<file path="src/rtl/vm_seq_if.sv">
// rtl/vm_seq_if.sv - coin, cancel, hopper and dispenser signals between vm_seq and its surroundings
interface vm_seq_if;
   logic       coin_a;
   logic       coin_b;
   logic       cancel;
   logic [2:0] change;
   logic       vm_a;
   logic       vm_b;
   logic       pay_valid;
   logic       pay_ready;
   logic       dispense_req;
   logic       dispense_ack;
   logic [2:0] credit;
   logic       busy;
   logic       ovf;
   logic       err;

   modport master (
      input  coin_a, coin_b, cancel, change, pay_ready, dispense_ack,
      output vm_a, vm_b, pay_valid, dispense_req, credit, busy, ovf, err
   );

   modport slave (
      output coin_a, coin_b, cancel, change, pay_ready, dispense_ack,
      input  vm_a, vm_b, pay_valid, dispense_req, credit, busy, ovf, err
   );
endinterface

</file>
<file path="src/rtl/vm_seq.sv">
// rtl/vm_seq.sv - round-robin coin arbiter, cancel and payout/dispense sequencer for the vending core
module vm_seq #(
   parameter int PRICE = 5,
   parameter int CW    = 3
) (
   input  logic     clk,
   input  logic     rst_n,
   vm_seq_if.master bus
);
   typedef enum logic [2:0] {
      IDLE, ISSUE_A, ISSUE_B, GAP, CAPTURE, PAYOUT, DISPENSE
   } state_t;

   localparam logic [CW-1:0] CNT_MAX    = '1;
   localparam logic [2:0]    CREDIT_TOP = 3'(PRICE - 1);

   state_t        state, state_nxt;
   logic [CW-1:0] pa, pb;
   logic          pc;
   logic          last_b;
   logic [2:0]    pay_cnt;
   logic [2:0]    credit;
   logic          vm_a, vm_b, pay_valid, dispense_req, ovf, err;
   logic          grant_a, grant_b, xfer, ovf_set;

   // A grant and a new coin on the same slot cancel out, even when saturated
   function automatic logic [CW-1:0] cnt_next(input logic [CW-1:0] c,
                                              input logic inc, input logic dec);
      logic [CW-1:0] r;
      r = c;
      if (inc && !dec && c != CNT_MAX) r = c + CW'(1);
      else if (dec && !inc)            r = c - CW'(1);
      return r;
   endfunction

   always_comb begin
      state_nxt = state;
      grant_a   = 1'b0;
      grant_b   = 1'b0;
      unique case (state)
         IDLE: begin
            if (pa != '0 || pb != '0) begin
               state_nxt = ISSUE_A;
               if (pa != '0 && pb != '0) begin
                  grant_a = last_b;
                  grant_b = !last_b;
               end else begin
                  grant_a = (pa != '0);
                  grant_b = (pa == '0);
               end
            end else if (pc) begin
               state_nxt = ISSUE_B;
            end
         end
         ISSUE_A:  state_nxt = (credit == CREDIT_TOP) ? GAP : IDLE;
         ISSUE_B:  state_nxt = CAPTURE;
         CAPTURE:  state_nxt = (bus.change != 3'd0) ? PAYOUT : IDLE;
         GAP:      state_nxt = DISPENSE;
         PAYOUT:   if (xfer && pay_cnt == 3'd1) state_nxt = IDLE;
         DISPENSE: if (bus.dispense_ack) state_nxt = IDLE;
         default:  state_nxt = IDLE;
      endcase
   end

   assign xfer    = (state == PAYOUT) && pay_valid && bus.pay_ready;
   assign ovf_set = (bus.coin_a && pa == CNT_MAX && !grant_a) ||
                    (bus.coin_b && pb == CNT_MAX && !grant_b);

   always_ff @(posedge clk) begin
      if (!rst_n) begin
         state        <= IDLE;
         pa           <= '0;
         pb           <= '0;
         pc           <= 1'b0;
         last_b       <= 1'b1;
         pay_cnt      <= 3'd0;
         credit       <= 3'd0;
         vm_a         <= 1'b0;
         vm_b         <= 1'b0;
         pay_valid    <= 1'b0;
         dispense_req <= 1'b0;
         ovf          <= 1'b0;
         err          <= 1'b0;
      end else begin
         state        <= state_nxt;
         pa           <= cnt_next(pa, bus.coin_a, grant_a);
         pb           <= cnt_next(pb, bus.coin_b, grant_b);
         pc           <= bus.cancel | (pc & (state != ISSUE_B));
         ovf          <= ovf | ovf_set;
         vm_a         <= (state_nxt == ISSUE_A);
         vm_b         <= (state_nxt == ISSUE_B);
         pay_valid    <= (state_nxt == PAYOUT);
         dispense_req <= (state_nxt == DISPENSE);
         if (grant_a)      last_b <= 1'b0;
         else if (grant_b) last_b <= 1'b1;
         if (state == ISSUE_A)
            credit <= (credit == CREDIT_TOP) ? 3'd0 : credit + 3'd1;
         // The core's change is trusted over our mirror; a disagreement is only flagged
         if (state == CAPTURE) begin
            pay_cnt <= bus.change;
            credit  <= 3'd0;
            if (bus.change != credit) err <= 1'b1;
         end else if (xfer) begin
            pay_cnt <= pay_cnt - 3'd1;
         end
      end
   end

   assign bus.vm_a         = vm_a;
   assign bus.vm_b         = vm_b;
   assign bus.pay_valid    = pay_valid;
   assign bus.dispense_req = dispense_req;
   assign bus.credit       = credit;
   assign bus.busy         = (state != IDLE);
   assign bus.ovf          = ovf;
   assign bus.err          = err;
endmodule

</file>
<file path="src/flat_wrapper.sv">
// flat-port wrapper written by rule: the top's interface ports become plain ports
module vm_seq_flat 
#(
   parameter int PRICE = 5,
   parameter int CW    = 3
)
  (clk, rst_n, bus_coin_a, bus_coin_b, bus_cancel, bus_change, bus_pay_ready, bus_dispense_ack, bus_vm_a, bus_vm_b, bus_pay_valid, bus_dispense_req, bus_credit, bus_busy, bus_ovf, bus_err);
  vm_seq_if bus_i ();
  input  logic clk;
  input  logic rst_n;
  input wire logic [$bits(bus_i.coin_a)-1:0] bus_coin_a;
  input wire logic [$bits(bus_i.coin_b)-1:0] bus_coin_b;
  input wire logic [$bits(bus_i.cancel)-1:0] bus_cancel;
  input wire logic [$bits(bus_i.change)-1:0] bus_change;
  input wire logic [$bits(bus_i.pay_ready)-1:0] bus_pay_ready;
  input wire logic [$bits(bus_i.dispense_ack)-1:0] bus_dispense_ack;
  output wire logic [$bits(bus_i.vm_a)-1:0] bus_vm_a;
  output wire logic [$bits(bus_i.vm_b)-1:0] bus_vm_b;
  output wire logic [$bits(bus_i.pay_valid)-1:0] bus_pay_valid;
  output wire logic [$bits(bus_i.dispense_req)-1:0] bus_dispense_req;
  output wire logic [$bits(bus_i.credit)-1:0] bus_credit;
  output wire logic [$bits(bus_i.busy)-1:0] bus_busy;
  output wire logic [$bits(bus_i.ovf)-1:0] bus_ovf;
  output wire logic [$bits(bus_i.err)-1:0] bus_err;
  assign bus_i.coin_a = bus_coin_a;
  assign bus_i.coin_b = bus_coin_b;
  assign bus_i.cancel = bus_cancel;
  assign bus_i.change = bus_change;
  assign bus_i.pay_ready = bus_pay_ready;
  assign bus_i.dispense_ack = bus_dispense_ack;
  assign bus_vm_a = bus_i.vm_a;
  assign bus_vm_b = bus_i.vm_b;
  assign bus_pay_valid = bus_i.pay_valid;
  assign bus_dispense_req = bus_i.dispense_req;
  assign bus_credit = bus_i.credit;
  assign bus_busy = bus_i.busy;
  assign bus_ovf = bus_i.ovf;
  assign bus_err = bus_i.err;
  vm_seq #(.PRICE(PRICE), .CW(CW)) u_core (.clk(clk), .rst_n(rst_n), .bus(bus_i));
endmodule
</file>
<file path="config.mk">
export PLATFORM = sky130hd
export DESIGN_NAME = vm_seq_flat
export DESIGN_NICKNAME = d
export VERILOG_FILES = /design/src/rtl/vm_seq_if.sv /design/src/rtl/vm_seq.sv /design/src/flat_wrapper.sv
export SDC_FILE = /design/constraint.sdc
export NUM_CORES = 1
export LEC_CHECK = 0
export CAP_MARGIN = 0
export CORE_ASPECT_RATIO = 0.9
export CORE_MARGIN = 10
export CORE_UTILIZATION = 41
export CTS_CLUSTER_DIAMETER = 120
export DETAILED_ROUTE_END_ITERATION = 6
export HOLD_SLACK_MARGIN = 0.12
export PLACE_DENSITY = 0.73
export SLEW_MARGIN = 10
export SYNTH_ARGS = -nofsm -noshare
export SYNTH_HDL_FRONTEND = slang
export SYNTH_SLANG_ARGS = --single-unit
export TNS_END_PERCENT = 50
</file>
<file path="constraint.sdc">
create_clock -name clk -period 2.9 [get_ports clk]
set_clock_uncertainty 0.1 [all_clocks]
set_input_delay 0.725 -clock clk [delete_from_list [all_inputs] [get_ports clk]]
set_output_delay 0.725 -clock clk [all_outputs]
set_load 0.02 [all_outputs]
</file>
Word-level counts from Yosys, hierarchy flattened
Index checks and enable logic that the tools add are counted.
{ "totals": {"ram_bits": 0, "elab_cells": 96, "output_inout_bits": 10, "latch_bits": 0, "regBits": 23, "romBits": 0, "input_bits": 10, "memories": 0} }
{ "classes": {"n_lt_le_gt_ge": 0, "n_div": 0, "muxes": 22, "n_eq_ne": 18, "n_addsub": 6, "multipliers": 0, "shift": 0, "n_reduce_logical": 33, "bitwise": 4} }
{ "op_table": {"columns": ["op", "count"], "rows": [
  ["$mux 3", 12],
  ["$eq 3x3->1 const B", 8],
  ["$pmux 3 s7", 1],
  ["$logic_and 1x1->1", 14],
  ["$reduce_bool 3->1", 4],
  ["$add 3x1->3 const B", 3],
  ["$eq 3x1->1 const B", 3],
  ["$eq 3x2->1 const B", 3],
  ["$sub 3x1->3 const B", 3],
  ["$mux 1", 8],
  ["$reduce_bool 2->1", 4],
  ["$logic_not 3->1", 2],
  ["$ne 3x3->1 const B", 2],
  ["$logic_not 1->1", 5],
  ["$ne 3x2->1 const B", 1],
  ["$ne 3x3->1", 1],
  ["$logic_or 1x1->1", 2],
  ["$mux 2", 1],
  ["$or 1x1->1", 2],
  ["$reduce_and 2->1", 1],
  ["$reduce_or 2->1", 1],
  ["$and 1x1->1", 1],
  ["$not 1->1", 1]
]} }

Longest topological paths before layout
{ "depth": {"depth_word": 9, "depth_mapped": 10, "mapped_depth_nobuf": 9} }

Worst setup path after synthesis
Ideal clock, no wire load.
{ "synth_timing": {"path_type": "reg-to-reg", "start": "reg u_core.pa[0]", "end": "reg u_core.pa[1]", "stages_incl_launch_ff": 9, "t_arrival_ns": 2.036, "t_required_ns": 2.738, "setup_time_ns": 0.062, "setup_slack_ns": 0.702, "synth_period_minus_slack_ns": 2.198, "path_cell_list": "dfxtp_1 > or3_1 > o211ai_1 > buf_2 > nand3_1 > fa_1 > nand2b_1 > a211o_1 > nand3_1"} }
{ "synth_via": {"elab_chain_len": 9, "word_cells_on_any_way": 16, "cone_classes": "add/sub (2); eq/ne (1); mux (5); reduce/logical (8)"} }
{ "synth_rtl": {"columns": ["element", "line", "rtl"], "rows": [
  ["from (decl)", "vm_seq.sv:18", "logic [CW-1:0] pa, pb;"],
  ["from (signal assigned)", "vm_seq.sv:86", "pa <= cnt_next(pa, bus.coin_a, grant_a);"],
  ["$reduce_bool 3->1", "vm_seq.sv:42, vm_seq.sv:44, vm_seq.sv:48", null],
  ["$logic_and 1x1->1", "vm_seq.sv:44", "if (pa != '0 && pb != '0) begin"],
  ["$mux 1", "vm_seq.sv:44", null],
  ["$mux 1", "vm_seq.sv:42", "if (pa != '0 || pb != '0) begin"],
  ["$mux 1", "vm_seq.sv:40", "unique case (state)"],
  ["$logic_not 1->1", "vm_seq.sv:31", "if (inc && !dec && c != CNT_MAX) r = c + CW'(1);"],
  ["$logic_and 1x1->1 (2 in a row)", "vm_seq.sv:31", null],
  ["$mux 3 / $reduce_bool 2->1 (equally long branches)", null, null]
]} }
Several ways; a longest one is shown, not always the timed one. The select of a mux whose other input is x is not followed.
A chain may end at the register's enable or synchronous reset.

Final worst setup path
{ "layout_timing": {"start": "reg u_core.state[1]", "end": "out bus_busy"} }
{ "layout_via": {"elab_chain_len": 1} }
{ "layout_rtl": {"columns": ["element", "line", "rtl"], "rows": [
  ["from (decl)", "vm_seq.sv:17", "state_t state, state_nxt;"],
  ["from (signal assigned)", "vm_seq.sv:85", "state <= state_nxt;"],
  ["$reduce_bool 3->1", "vm_seq.sv:114", "assign bus.busy = (state != IDLE);"],
  ["to (decl)", "flat_wrapper.sv:22", "output wire logic [$bits(bus_i.busy)-1:0] bus_busy;"]
]} }
Every way passes these cells.

==> metrics.txt <==
Post-synth top cells=23 x sky130_fd_sc_hd__dfxtp_1, 15 x sky130_fd_sc_hd__nand2_1, 13 x sky130_fd_sc_hd__nor2_1, 9 x sky130_fd_sc_hd__a21oi_1; syn_nets=170; Worst path max stage delay=just over 600 ps; required time of the critical path=approximately 2100 ps; floorplan die width=approximately 80 um; Post-CTS Setup Inserts=0; final net count=approximately 190; placed wire-length estimate=around 2300 um; Routed Wire Length=approximately 3000 um; cell class contributing the biggest share of worst-path delay=buffers and inverters; antenna violations before repair=0; register clock-pin slew on the reported worst setup and hold paths=130 ps; predominant post-synthesis flop cell=sky130_fd_sc_hd__dfxtp_1; post-route non-filler standard cell count=~220; upper clock frequency limit=about 400 MHz; total leakage power=0.565 nW; most used standard cell by instance count after synthesis=sky130_fd_sc_hd__dfxtp_1; Diodes inserted=0; row count=19; maximum number of pins on one net before global-route repair=19; Pre-Repair DR Iteration Count=4; Post-DP Area=about 1500 sq um; number of buffers added by the clock tree synthesis step=3; register bit count reported by yosys=23; sinks on the clock net=23; number of hold violations in the final report=0; I/O pins=20; clock tree from TritonCTS=yes; maximum count of clock buffers along a single path=2; minimum period implied by the final worst setup slack=roughly 2500 ps; number of global-route vias before repair=around 1100; # placed instances=around 210; effective utilization at floorplan=a little over two fifths; cell-by-cell trace of the critical path=nor3_4, inv_2, clkdlybuf4s50_1; Port Buffer Count=19; count of mapped cells out of synthesis=roughly 150; Mapped Area=around 1300 sq um; GP Congestion=between 0.8 and 0.9; die footprint=between 5000 and 6000 sq um; Seq/Total Area, Yosys=35.0%; total of cells resized after clock tree synthesis=0; worst min-delay path class=reg2reg; iteration-0 DRC count of the detailed router=75; Setup Crit Path Kind=reg2out; number of unique standard cell types used by synthesis=49; post-synthesis cell type with the largest combined area=sky130_fd_sc_hd__dfxtp_1; Synth top area share=between 30% and 40%; summed area of non-filler cells in the final layout=between 1500 and 2000 sq um; Relative slew margins=64.1%; count of fill cells added during filler insertion=between 200 and 300; slew of the pin with the lowest slew margin=534 ps; hold buffer count at CTS=0; setup repair after global routing missed its margin=no; VDD IR max=approximately 410 uV; Layout Area Growth over Synthesis=19.7%; result of the run=finished, final reports clean; post-route clock period utilization=86.6%; count of H-tree levels built during CTS=1; count of synthesis-stage warnings from yosys=0; type of origin of the critical path=flop; vias after detailed routing=between 1000 and 1500; max-cap violation count=0; top area cells in the synthesized netlist=sky130_fd_sc_hd__dfxtp_1 35%, sky130_fd_sc_hd__nand2_1 4.3%, sky130_fd_sc_hd__ha_1 3.8%; number of DRC violations after detailed routing=0; final slew viol count=0; maximum fanout along the worst path=8; PD cells=843 nW/um^2; arrival time reported for the critical path endpoint=around 1700 ps; share of post-route cells with drive strength above 1=about a tenth; CP max-delay cell=sky130_fd_sc_hd__clkdlybuf4s50_1; vertical extent of the die=73.8 um; average footprint of a synthesized cell=8.55 sq um; number of enable flip-flop cells after synthesis=0; via/cell ratio=about 5.5; Routed wire per std cell=roughly 14 um; all-layer global routing usage=a little over a tenth; CTS root buf=sky130_fd_sc_hd__clkbuf_4; core region area=between 3000 and 4000 sq um; Total Negative Setup Slacks=0 ps; clock latency of the later-clocked register in the worst-skew pair=between 300 and 400 ps; Detail Route Antenna Nets=0; setup violation total in the final timing report=0; critical path capture point type=primary output; count of buffer and inverter cells on the critical path=2; first-pass GRT wire length=slightly above 5000 um; share of synthesized flip-flops with an asynchronous set or reset=0%; total global routing overflow=0
## kinds of logic (layout without fill, tap and decap cells)
group | after synthesis | count (layout) | synth area share (%)
mux | 2 | 2 | 1.62
flops | 23 | 23 | 35.0
simple gates | 68 | 68 | 29.7
compound gates | 33 | 33 | 17.2
fa+ha+maj | 6 | 6 | 6.84
xor+xnor | 6 | 6 | 3.99
buf+inv | 16 | 36 | 5.70
## worst paths after layout
kind | start | to | slack [ps] | depth (start not counted)
max | u_core.state[1] | bus_busy | 390 | 3
min | u_core.pc | u_core.pc | 410 | 2
max reg2reg | u_core.pb[0] | u_core.pb[2] | 700 | 7
min reg2reg | u_core.pc | u_core.pc | 410 | 2
## routing by layer
layer | track usage, % | wire length, um | vias up | part of all wire, %
met5 | 0 | 0 | - | 0
met2 | 18.8 | 1450 | 26 | 50
met1 | 11.1 | 1250 | 561 | 43
met4 | 3.78 | 34 | 0 | 1.2
met3 | 3.54 | 181 | 6 | 6.2
li1 | - | - | 597 | -
## where the power goes
| part | switching (mW) | internal, mW | total (mW) | leakage, nW |
|---|---|---|---|---|
| logic | 0.359 | 0.312 | 0.672 | 0.359 |
| clock network | 0.101 | 0.0516 | 0.152 | 0.0177 |
| registers | 0.108 | 0.395 | 0.504 | 0.188 |
## cell type report
type / instances / area [sq um] / area share, %
clock buffers: 3 / 22.5 / 1.43
multi-input cells: 115 / 781 / 49.6
inverters: 9 / 33.8 / 2.14
repair buffers: 23 / 220 / 14.0
flip-flops and latches: 23 / 460 / 29.2
well taps: 42 / 52.6 / 3.34
clock inverters: 1 / 5.00 / 0.318
## flip-flops by register name, summed over array words and instances (netlist names)
| name | flops |
|---|---|
| u_core.bus.ovf | 1 |
| u_core.bus.dispense_req | 1 |
| u_core.pc | 1 |
| u_core.bus.pay_valid | 1 |
| u_core.bus.err | 1 |
| u_core.pb | 3 |
| u_core.bus.credit | 3 |
| u_core.bus.vm_a | 1 |
| u_core.state | 3 |
| u_core.bus.vm_b | 1 |
| u_core.pa | 3 |
| u_core.pay_cnt | 3 |
| u_core.last_b | 1 |
## metrics by stage
stage / power, mW / hold slack (ps) / setup WS (ps) / util, %
2_1_floorplan: 0.994 / 351 / 702 / -
3_3_place_gp: 1.14 / 371 / 343 / 50.5
3_5_place_dp: 1.18 / 386 / 247 / 50.5
4_1_cts: 1.34 / 419 / 366 / 51.4
5_1_grt: 1.45 / 461 / 304 / 51.4
6_report: 1.33 / 411 / 387 / 51.4
## cells in the final DEF, fill, tap and decap left out, types with 2 or more instances in the layout
cell	n
sky130_fd_sc_hd__nor3_1	3
sky130_fd_sc_hd__nand2_1	15
sky130_fd_sc_hd__nand2b_1	3
sky130_fd_sc_hd__nand3_1	8
sky130_fd_sc_hd__nand3b_1	3
sky130_fd_sc_hd__a211o_1	2
sky130_fd_sc_hd__dfxtp_1	23
sky130_fd_sc_hd__nor3b_1	2
sky130_fd_sc_hd__nand4_1	4
sky130_fd_sc_hd__ha_1	4
sky130_fd_sc_hd__xnor2_1	5
sky130_fd_sc_hd__fa_1	2
sky130_fd_sc_hd__nand4b_1	3
sky130_fd_sc_hd__inv_1	6
sky130_fd_sc_hd__buf_4	4
sky130_fd_sc_hd__a21oi_1	9
sky130_fd_sc_hd__o21ai_0	8
sky130_fd_sc_hd__or3_1	3
sky130_fd_sc_hd__nor2_1	13
sky130_fd_sc_hd__o211ai_1	3
sky130_fd_sc_hd__o21a_1	2
sky130_fd_sc_hd__nor3_2	2
sky130_fd_sc_hd__clkinv_1	2
sky130_fd_sc_hd__clkdlybuf4s50_1	19
sky130_fd_sc_hd__clkbuf_4	3
## tightest hold or removal path, delay by kind of cell (launching register included)
family | cells | cell delay (ps)
AND/OR/NAND/NOR | 1 | 70
AO/OA/AOI/OAI | 1 | 60
flip-flops | 1 | 360
Note: power is estimated with default switching activity, not from simulation.
